**src/rtl/gpp_mem_pkg.sv**
```systemverilog
// Shared definitions for the GPP program/data memory port arbiter.
package gpp_mem_pkg;

    localparam int unsigned AW_DEF = 4;
    localparam int unsigned DW_DEF = 32;
    localparam int unsigned CNT_W  = 3;

    typedef enum logic [1:0] {
        ST_IDLE   = 2'd0,
        ST_ACCESS = 2'd1,
        ST_WAIT   = 2'd2,
        ST_RESP   = 2'd3
    } state_e;

    localparam logic RW_READ  = 1'b0;
    localparam logic RW_WRITE = 1'b1;

    localparam logic PORT_GPP = 1'b0;
    localparam logic PORT_LDR = 1'b1;

endpackage

```
**src/rtl/mem_port_arbiter_if.sv**
```systemverilog
// Requester and memory-side signals of the arbiter; master = environment, slave = arbiter.
interface mem_port_arbiter_if #(
    parameter int unsigned AW = gpp_mem_pkg::AW_DEF,
    parameter int unsigned DW = gpp_mem_pkg::DW_DEF
);
    logic          Req0;
    logic          RW0;
    logic [AW-1:0] Addr0;
    logic [DW-1:0] WData0;
    logic          Gnt0;
    logic          Ack0;
    logic [DW-1:0] RData0;

    logic          Req1;
    logic          RW1;
    logic [AW-1:0] Addr1;
    logic [DW-1:0] WData1;
    logic          Gnt1;
    logic          Ack1;
    logic [DW-1:0] RData1;

    logic [AW-1:0] MAddr;
    logic          MRW;
    logic          MEn;
    logic [DW-1:0] MWData;
    logic [DW-1:0] MRData;
    logic          Busy;

    modport slave (
        input  Req0, RW0, Addr0, WData0, Req1, RW1, Addr1, WData1, MRData,
        output Gnt0, Ack0, RData0, Gnt1, Ack1, RData1, MAddr, MRW, MEn, MWData, Busy
    );

    modport master (
        output Req0, RW0, Addr0, WData0, Req1, RW1, Addr1, WData1, MRData,
        input  Gnt0, Ack0, RData0, Gnt1, Ack1, RData1, MAddr, MRW, MEn, MWData, Busy
    );
endinterface

```
**src/rtl/rr_select2.sv**
```systemverilog
// Two-way round-robin pick: a lone requester wins, a tie goes to the port that did not win last.
module rr_select2 (
    input  logic req0,
    input  logic req1,
    input  logic last_gnt,
    output logic sel_c,
    output logic valid_c
);
    always_comb begin
        valid_c = req0 | req1;
        sel_c   = (req0 && req1) ? ~last_gnt : req1;
    end
endmodule

```
**src/rtl/mem_port_arbiter.sv**
```systemverilog
// Serialises GPP and loader accesses onto the single memory port with fixed read latency.
module mem_port_arbiter
    import gpp_mem_pkg::*;
#(
    parameter int unsigned AW  = AW_DEF,
    parameter int unsigned DW  = DW_DEF,
    parameter int unsigned LAT = 1
) (
    input  logic               Clk,
    input  logic               Rst,
    mem_port_arbiter_if.slave  bus
);
    localparam logic [CNT_W-1:0] CNT_INIT = CNT_W'((LAT > 1) ? LAT - 2 : 0);

    state_e           state_q, state_d;
    logic             last_gnt_q, last_gnt_d;
    logic [CNT_W-1:0] cnt_q, cnt_d;
    logic [AW-1:0]    maddr_q, maddr_d;
    logic             mrw_q, mrw_d;
    logic             men_q, men_d;
    logic [DW-1:0]    mwdata_q, mwdata_d;
    logic             gnt0_q, gnt0_d, gnt1_q, gnt1_d;
    logic             ack0_q, ack0_d, ack1_q, ack1_d;
    logic [DW-1:0]    rdata0_q, rdata0_d, rdata1_q, rdata1_d;
    logic             busy_q, busy_d;
    logic             sel_c, valid_c, capture_c;

    rr_select2 u_sel (
        .req0     (bus.Req0),
        .req1     (bus.Req1),
        .last_gnt (last_gnt_q),
        .sel_c    (sel_c),
        .valid_c  (valid_c)
    );

    // Next-state and output logic; last_gnt_q doubles as the current owner while busy.
    always_comb begin
        state_d    = state_q;
        last_gnt_d = last_gnt_q;
        cnt_d      = cnt_q;
        maddr_d    = maddr_q;
        mrw_d      = mrw_q;
        mwdata_d   = mwdata_q;
        gnt0_d     = gnt0_q;
        gnt1_d     = gnt1_q;
        rdata0_d   = rdata0_q;
        rdata1_d   = rdata1_q;
        men_d      = 1'b0;
        ack0_d     = 1'b0;
        ack1_d     = 1'b0;
        capture_c  = 1'b0;

        case (state_q)
            ST_IDLE: begin
                if (valid_c) begin
                    state_d    = ST_ACCESS;
                    last_gnt_d = sel_c;
                    men_d      = 1'b1;
                    gnt0_d     = (sel_c == PORT_GPP);
                    gnt1_d     = (sel_c == PORT_LDR);
                    maddr_d    = (sel_c == PORT_LDR) ? bus.Addr1  : bus.Addr0;
                    mrw_d      = (sel_c == PORT_LDR) ? bus.RW1    : bus.RW0;
                    mwdata_d   = (sel_c == PORT_LDR) ? bus.WData1 : bus.WData0;
                end
            end
            ST_ACCESS: begin
                if (LAT <= 1) begin
                    capture_c = 1'b1;
                    state_d   = ST_RESP;
                end else begin
                    cnt_d   = CNT_INIT;
                    state_d = ST_WAIT;
                end
            end
            ST_WAIT: begin
                if (cnt_q == '0) begin
                    capture_c = 1'b1;
                    state_d   = ST_RESP;
                end else begin
                    cnt_d = cnt_q - CNT_W'(1);
                end
            end
            ST_RESP: begin
                gnt0_d  = 1'b0;
                gnt1_d  = 1'b0;
                state_d = ST_IDLE;
            end
        endcase

        // Entering RESP: raise the owner's Ack and, for reads, take the memory data.
        if (capture_c) begin
            ack0_d = (last_gnt_q == PORT_GPP);
            ack1_d = (last_gnt_q == PORT_LDR);
            if (mrw_q == RW_READ) begin
                if (last_gnt_q == PORT_LDR) rdata1_d = bus.MRData;
                else                        rdata0_d = bus.MRData;
            end
        end

        busy_d = (state_d != ST_IDLE);
    end

    always_ff @(posedge Clk or negedge Rst) begin
        if (!Rst) begin
            state_q    <= ST_IDLE;
            last_gnt_q <= 1'b1;
            cnt_q      <= '0;
            maddr_q    <= '0;
            mrw_q      <= 1'b0;
            men_q      <= 1'b0;
            mwdata_q   <= '0;
            gnt0_q     <= 1'b0;
            gnt1_q     <= 1'b0;
            ack0_q     <= 1'b0;
            ack1_q     <= 1'b0;
            rdata0_q   <= '0;
            rdata1_q   <= '0;
            busy_q     <= 1'b0;
        end else begin
            state_q    <= state_d;
            last_gnt_q <= last_gnt_d;
            cnt_q      <= cnt_d;
            maddr_q    <= maddr_d;
            mrw_q      <= mrw_d;
            men_q      <= men_d;
            mwdata_q   <= mwdata_d;
            gnt0_q     <= gnt0_d;
            gnt1_q     <= gnt1_d;
            ack0_q     <= ack0_d;
            ack1_q     <= ack1_d;
            rdata0_q   <= rdata0_d;
            rdata1_q   <= rdata1_d;
            busy_q     <= busy_d;
        end
    end

    assign bus.Gnt0   = gnt0_q;
    assign bus.Gnt1   = gnt1_q;
    assign bus.Ack0   = ack0_q;
    assign bus.Ack1   = ack1_q;
    assign bus.RData0 = rdata0_q;
    assign bus.RData1 = rdata1_q;
    assign bus.MAddr  = maddr_q;
    assign bus.MRW    = mrw_q;
    assign bus.MEn    = men_q;
    assign bus.MWData = mwdata_q;
    assign bus.Busy   = busy_q;

endmodule

```
**src/flat_wrapper.sv**
```systemverilog
// flat-port wrapper written by rule: the top's interface ports become plain ports
module mem_port_arbiter_flat import gpp_mem_pkg::*;
#(
    parameter int unsigned AW  = AW_DEF,
    parameter int unsigned DW  = DW_DEF,
    parameter int unsigned LAT = 1
)
  (Clk, Rst, bus_Req0, bus_RW0, bus_Addr0, bus_WData0, bus_Req1, bus_RW1, bus_Addr1, bus_WData1, bus_MRData, bus_Gnt0, bus_Ack0, bus_RData0, bus_Gnt1, bus_Ack1, bus_RData1, bus_MAddr, bus_MRW, bus_MEn, bus_MWData, bus_Busy);
  mem_port_arbiter_if #(.AW(AW), .DW(DW)) bus_i ();
  input  logic Clk;
  input  logic Rst;
  input wire logic [$bits(bus_i.Req0)-1:0] bus_Req0;
  input wire logic [$bits(bus_i.RW0)-1:0] bus_RW0;
  input wire logic [$bits(bus_i.Addr0)-1:0] bus_Addr0;
  input wire logic [$bits(bus_i.WData0)-1:0] bus_WData0;
  input wire logic [$bits(bus_i.Req1)-1:0] bus_Req1;
  input wire logic [$bits(bus_i.RW1)-1:0] bus_RW1;
  input wire logic [$bits(bus_i.Addr1)-1:0] bus_Addr1;
  input wire logic [$bits(bus_i.WData1)-1:0] bus_WData1;
  input wire logic [$bits(bus_i.MRData)-1:0] bus_MRData;
  output wire logic [$bits(bus_i.Gnt0)-1:0] bus_Gnt0;
  output wire logic [$bits(bus_i.Ack0)-1:0] bus_Ack0;
  output wire logic [$bits(bus_i.RData0)-1:0] bus_RData0;
  output wire logic [$bits(bus_i.Gnt1)-1:0] bus_Gnt1;
  output wire logic [$bits(bus_i.Ack1)-1:0] bus_Ack1;
  output wire logic [$bits(bus_i.RData1)-1:0] bus_RData1;
  output wire logic [$bits(bus_i.MAddr)-1:0] bus_MAddr;
  output wire logic [$bits(bus_i.MRW)-1:0] bus_MRW;
  output wire logic [$bits(bus_i.MEn)-1:0] bus_MEn;
  output wire logic [$bits(bus_i.MWData)-1:0] bus_MWData;
  output wire logic [$bits(bus_i.Busy)-1:0] bus_Busy;
  assign bus_i.Req0 = bus_Req0;
  assign bus_i.RW0 = bus_RW0;
  assign bus_i.Addr0 = bus_Addr0;
  assign bus_i.WData0 = bus_WData0;
  assign bus_i.Req1 = bus_Req1;
  assign bus_i.RW1 = bus_RW1;
  assign bus_i.Addr1 = bus_Addr1;
  assign bus_i.WData1 = bus_WData1;
  assign bus_i.MRData = bus_MRData;
  assign bus_Gnt0 = bus_i.Gnt0;
  assign bus_Ack0 = bus_i.Ack0;
  assign bus_RData0 = bus_i.RData0;
  assign bus_Gnt1 = bus_i.Gnt1;
  assign bus_Ack1 = bus_i.Ack1;
  assign bus_RData1 = bus_i.RData1;
  assign bus_MAddr = bus_i.MAddr;
  assign bus_MRW = bus_i.MRW;
  assign bus_MEn = bus_i.MEn;
  assign bus_MWData = bus_i.MWData;
  assign bus_Busy = bus_i.Busy;
  mem_port_arbiter #(.AW(AW), .DW(DW), .LAT(LAT)) u_core (.Clk(Clk), .Rst(Rst), .bus(bus_i));
endmodule
```
**config.mk**
```make
export PLATFORM = sky130hd
export DESIGN_NAME = mem_port_arbiter_flat
export DESIGN_NICKNAME = d
export VERILOG_FILES = /design/src/rtl/gpp_mem_pkg.sv /design/src/rtl/mem_port_arbiter_if.sv /design/src/rtl/rr_select2.sv /design/src/rtl/mem_port_arbiter.sv /design/src/flat_wrapper.sv
export SDC_FILE = /design/constraint.sdc
export NUM_CORES = 1
export LEC_CHECK = 0
export CORE_UTILIZATION = 37
export CTS_CLUSTER_SIZE = 8
export DETAILED_ROUTE_END_ITERATION = 8
export GPL_TIMING_DRIVEN = 0
export MAX_ROUTING_LAYER = met4
export PLACE_DENSITY = 0.77
export SLEW_MARGIN = 5
export SYNTH_ARGS = -nofsm -noshare
export SYNTH_HDL_FRONTEND = slang
export SYNTH_SLANG_ARGS = --single-unit
```
**constraint.sdc**
```tcl
create_clock -name Clk -period 1.64 [get_ports Clk]
set_input_delay 0.328 -clock Clk [delete_from_list [all_inputs] [get_ports Clk]]
set_output_delay 0.328 -clock Clk [all_outputs]
set_load 0.02 [all_outputs]
```
# Word level (Yosys, flattened, before mapping)
# Cells that the tools add are included.
word_totals:
  reg_bits: 113
  inputBits: 110
  out_inout_bits: 107
  elab_cells: 51
op_classes:
  addsub: 1
  n_eq_ne: 4
  mux: 17
  bitwise: 5
  n_reduce_logical: 10
op_table:
  columns: ["op", "n"]
  rows:
  - ["32-bit 2-to-1 mux", 1]
  - ["1-bit 2-to-1 mux", 9]
  - ["2-bit one-hot mux with 4 select lines", 1]
  - ["1-bit one-hot mux with 2 select lines", 3]
  - ["2-bit AND reduction", 3]
  - ["3-bit AND reduction", 2]
  - ["2-bit equality test, second input constant", 2]
  - ["2-bit 2-to-1 mux", 2]
  - ["4-bit 2-to-1 mux", 1]
  - ["1-bit NOT", 4]
  - ["2-bit nonzero test", 2]
  - ["3-bit zero test", 1]
  - ["3-bit by 1-bit subtractor with 3-bit output, second input constant", 1]
  - ["2-bit by 1-bit equality test with 1-bit output, second input constant", 1]
  - ["2-bit zero test", 1]
  - ["2-bit inequality test, second input constant", 1]
  - ["1-bit logical AND", 1]
  - ["1-bit OR", 1]

# Depth between registers and ports, before layout
logic_depth:
  ltp_word: 5
  ltp_mapped: 7
  mapped_depth_nobuf: 5

# Hierarchy
# Synthesis repeated with hierarchy kept, for this count alone.
unflattened:
  cells_unflattened: 353
  hier_area_um2: 4680.7
modules_own_cells:
  columns: ["module", "n_inst", "cells_each", "area_per_inst_um2", "seq_area_each_um2"]
  rows:
  - ["mem_port_arbiter", 1, 351, 4667.0, 2829.0]
  - ["rr_select2", 1, 2, 13.8, 0.0]

# Worst setup path before layout
# OpenSTA, ideal clock, no wires.
synth_timing:
  path_kind: "reg2reg"
  from: "reg u_core.state_q[0]"
  to: "reg u_core.rdata1_q[0], in the netlist u_core.bus.RData1[0]"
  setup_ns: 0.125
  arrival_ns: 1.663
  required_ns: 1.515
  path_slack_ns: -0.147
  path_stages_with_launch: 7
  path_buffers: 1
  period_less_slack_ns: 1.787
  path_cell_list: "dfrtp_1 inv_1 ha_1 and3b_2 o2111ai_4 buf_6 mux2_2"
synth_via:
  elab_chain_len: 3
  elab_cells_between_ends: 4
  classes_between: "eq/ne (2); mux (1); reduce/logical (1)"
synth_lines:
  columns: ["item", "line_no", "source"]
  rows:
  - ["start, declared", "mem_port_arbiter.sv:15", "state_e state_q, state_d;"]
  - ["start signal, assigned", "mem_port_arbiter.sv:120", "state_q <= state_d;"]
  - ["2-bit equality test or 2-bit by 1-bit equality test with 1-bit output (tied branches)", "mem_port_arbiter.sv:53", "case (state_q)"]
  - ["1-bit one-hot mux with 2 select lines *", "mem_port_arbiter.sv:53", null]
  - ["3-bit AND reduction (no line) *", null, null]
  - ["end signal, assigned", "mem_port_arbiter.sv:132", "rdata1_q <= rdata1_d;"]
  - ["end, declared", "mem_port_arbiter.sv:24", "logic [DW-1:0] rdata0_q, rdata0_d, rdata1_q, rdata1_d;"]
# Every way passes the cells marked *; elsewhere a longest branch is shown, timed or not.
# A chain may end at the register's enable or synchronous reset.

# Final worst setup path
layout_timing:
  from: "reg u_core.state_q[0]"
  to: "reg u_core.rdata0_q[15], in the netlist u_core.bus.RData0[15]"
layout_via:
  elab_chain_len: 3
  elab_cells_between_ends: 4
  classes_between: "eq/ne (2); mux (1); reduce/logical (1)"
layout_lines:
  columns: ["item", "line_no", "source"]
  rows:
  - ["2-bit equality test or 2-bit by 1-bit equality test with 1-bit output (tied branches)", "mem_port_arbiter.sv:53", null]
  - ["1-bit one-hot mux with 2 select lines *", "mem_port_arbiter.sv:53", null]
  - ["3-bit AND reduction (no line) *", null, null]
  - ["end signal, assigned", "mem_port_arbiter.sv:131", "rdata0_q <= rdata0_d;"]
  - ["end, declared", "mem_port_arbiter.sv:24", null]
# Marks and branches as above.

==> impl_results.md <==
- Status: finished with violations
- Failing checks: negative setup slack
- I/O Pins: 217
- Hold EP: u_core.last_gnt_q
- Top cell type's share of synthesized area: 0.5945
- Worst min path class: in -> reg
- Commonest cells after routing, fill and taps aside: dfrtp_1 (112), clkdlybuf4s50_1 (107), dlygate4sd2_1 (107)
- Initial antenna violation count: 0
- Setup crit start kind: flip-flop
- Switching share of power: 0.3702
- RR Startpoint: u_core.state_q[0]
- DR vias/cell: 4.782
- R2R Setup Slk: -180 ps
- Worst hold path depth: 3
- Die Footprint: 13,200 um^2
- Clock transition at path regs: 60 ps
- Critical path fanouts, max: 5
- Initial Util: 0.3861
- Die height: 114.9 um
- Root buffer cell: clkbuf_16
- Fin crit share: 1.109
- Seq pwr share: 0.297
- Worst R2R Path Depth: 7
- Top cell type by total area after synthesis: dfrtp_1
- Synth area leaders: dfrtp_1 (59%), mux2_2 (15%), mux2i_1 (8.1%)
- Clk buf depth: 2
- Place WS: -655.0 ps
- Internal power: 10,520 uW
- Reg2reg end: u_core.bus.RData0[15]
- Fin. Hold Viols: 0
- Static leakage: 0.004015 uW
- Num CTS Buffers: 17
- Unique cell type count in the Yosys netlist: 35
- Placed cells: 737
- Post-Syn Area: 4715 um^2
- Total number of vias: 3,773
- Number of fill cells: 945
- Power Dens Cells: 2050 nW/um^2
- WL final: 13.98 mm
- Peak VDD IR: 0.7797 mV
- Combinational Power Share: 0.494
- Yosys warns: 0
- Crit path DAT: 2120 ps
- Kind of critical path: reg -> reg
- Nets@finish: 724
- GRT overflow: 0
- Post-Layout Cell Count: 789
- Routability cong.: 0.7967
- GR Util All Layers: 0.2197
- RSZ-0062 raised after global routing: yes
- Final Max Slew Viols: 0
- Hpwl dp: 9.406 mm
- Clk Latency, worst-skew pair: 420 ps
- Seq/Total Area, Yosys: 0.6001
- Die width: 114.9 um
- Sw Pwr: 6180 uW
- Core Footprint: 12,210 um^2
- Slew @ Worst Pin: 470.9 ps
- CTS tree: yes
- Max-cap viol count: 0
- Pin count of the biggest net entering global routing: 67
- Wire length per cell: 17.71 um
- Final setup skew: 9.031 ps
- Synthesized flop and latch total: 113
- 1st-pass router iterations: 4
- N_diodes: 0
- Syn_nets: 468
- 1st-iter DRT viols: 152
- Crit path time final: 1819 ps
- IO buf count: 216
- TritonCTS Sinks: 113
- Final WS setup: -178.7 ps
- Post-route ant nets: 0
- Fmax: 549.8 MHz
- Syn Inst Count: 352
- Setup Total Neg Slack: -8928 ps
- Setup-failing EPs final: 62
- First-pass GRT wire length: 20.80 mm
- Worst Setup End Kind: flip-flop
- Htree depth: 4
- Synthesis-to-layout area growth: 72.74%
- Commonest non-fill, non-tap cell in the layout: dfrtp_1
- Vias in the first global route: 3,927
- Core Rows: 40
- Share of layout cells above drive strength 1: 0.2367
- Post-route DRC: 0
- Syn_area_per_cell: 13.39 um^2
- Clock share of power: 0.208
- Hold Startpoint: bus_Req1
- Max-Slew Margin vs Limit: 0.6860
- CP required: 1940 ps
## worst max-delay path by stage
| stage | start | endpoint | slack (ps) | cells past startpoint |
|---|---|---|---|---|
| detailed placement | bus_Req0 | u_core.bus.MWData[12] | -660 | 6 |
| global placement | Rst | u_core.bus.MWData[11] | -3990 | 1 |
| CTS | u_core.state_q[1] | u_core.bus.RData1[15] | -170 | 6 |
| floorplan | u_core.state_q[0] | u_core.bus.RData1[0] | -100 | 6 |
| finish | u_core.state_q[0] | u_core.bus.RData0[15] | -180 | 7 |
| global route | u_core.cnt_q[0] | u_core.bus.RData1[26] | -240 | 7 |
## routing by layer
| layer | global-route usage | share of wire | vias up |
|---|---|---|---|
| li1 | - | - | 1752 |
| met1 | 0.2554 | 0.41 | 1810 |
| met2 | 0.3486 | 0.49 | 189 |
| met3 | 0.08171 | 0.088 | 22 |
| met4 | 0.07792 | 0.012 | 0 |
| met5 | - | 0 | - |
## Yosys cell counts
library cell	count
dfrtp_1	112
mux2_2	62
nand2_1	39
mux2i_1	38
o21ai_0	36
inv_1	9
clkbuf_1	7
buf_6	6
ha_1	6
o21ai_1	4
buf_2	3
buf_4	3
a31oi_1	2
and3_1	2
mux2_1	2
nor2_1	2
a211oi_1	1
a21boi_2	1
a21o_1	1
a21oi_1	1
and3b_2	1
dfstp_2	1
nand2b_1	1
nand3_1	1
nand3b_1	1
nor2b_1	1
nor3_1	1
nor3b_1	1
o2111ai_4	1
o211ai_1	1
o211ai_4	1
o221ai_1	1
o22ai_1	1
o31ai_1	1
xnor2_1	1
## what timing repair did
action,4_1_cts,5_1_grt
setup endpoints to repair,210,93
gates resized for setup,156,25
pin swaps,4,1
hold buffers,1,0
setup buffers,13,2
endpoints found under the hold margin,47,0
cloned,4,2
## sequential cells by signal, indices dropped and copies added (netlist names)
name / count
u_core.bus.MAddr: 4
u_core.bus.MWData: 32
u_core.bus.RData0: 32
u_core.bus.MEn: 1
u_core.bus.MRW: 1
u_core.bus.Gnt1: 1
u_core.last_gnt_q: 1
u_core.bus.Ack1: 1
u_core.bus.Ack0: 1
u_core.cnt_q: 3
u_core.bus.Busy: 1
u_core.state_q: 2
u_core.bus.Gnt0: 1
u_core.bus.RData1: 32
## worst max-delay path, cell delays in order, from the launching register on
cell       delay, ps
dfrtp_1          380
inv_2             70
ha_4             150
and3b_2          230
o211ai_4         240
buf_12           180
clkbuf_16        150
mux2_4           300
## cell type report
cell class	count	area, um^2	share of cell area
Clock inverter	10	83.83	0.01029
Clock buffer	22	484.2	0.05946
Tap cell	168	210.2	0.02581
Inverter	9	33.78	0.004148
Timing Repair Buffer	237	2311	0.2838
Sequential cell	113	2829	0.3474
Buffer	19	202.7	0.02489
Multi-Input combinational cell	211	1989	0.2443
## logic make-up (layout without fill, tap and decap cells)
family | after synthesis | count (layout) | share of synthesized area
AOI/OAI and AO/OA | 52 | 52 | 0.06821
xor gates and xnor gates | 1 | 1 | 0.001858
adders and majority gates | 6 | 6 | 0.01592
buffers and inverters | 28 | 297 | 0.03503
DFF | 113 | 113 | 0.6001
muxes | 102 | 102 | 0.2335
and+or+nand+nor | 50 | 50 | 0.04538
## stage by stage
stage	area, um^2	util	total power, uW	hold slack, ps
final	8144	0.6669	16700	295.1
after global routing	8144	0.6669	17600	304.2
after CTS	8054	0.6595	16540	422.4
after detailed placement	7247	0.5934	13060	294.7
after global placement	7218	0.5911	12870	461.0
after floorplan	4846	-	9328	32.41
## power groups by stage
stage / clock [uW] / combinational (uW) / sequential, uW
2_1_floorplan: 0 / 2820 / 6510
3_3_place_gp: 0 / 7970 / 4900
3_5_place_dp: 0 / 8090 / 4970
4_1_cts: 3540 / 8090 / 4910
5_1_grt: 3690 / 8780 / 5120
6_report: 3480 / 8250 / 4970
(Power assumes the default switching activity.)
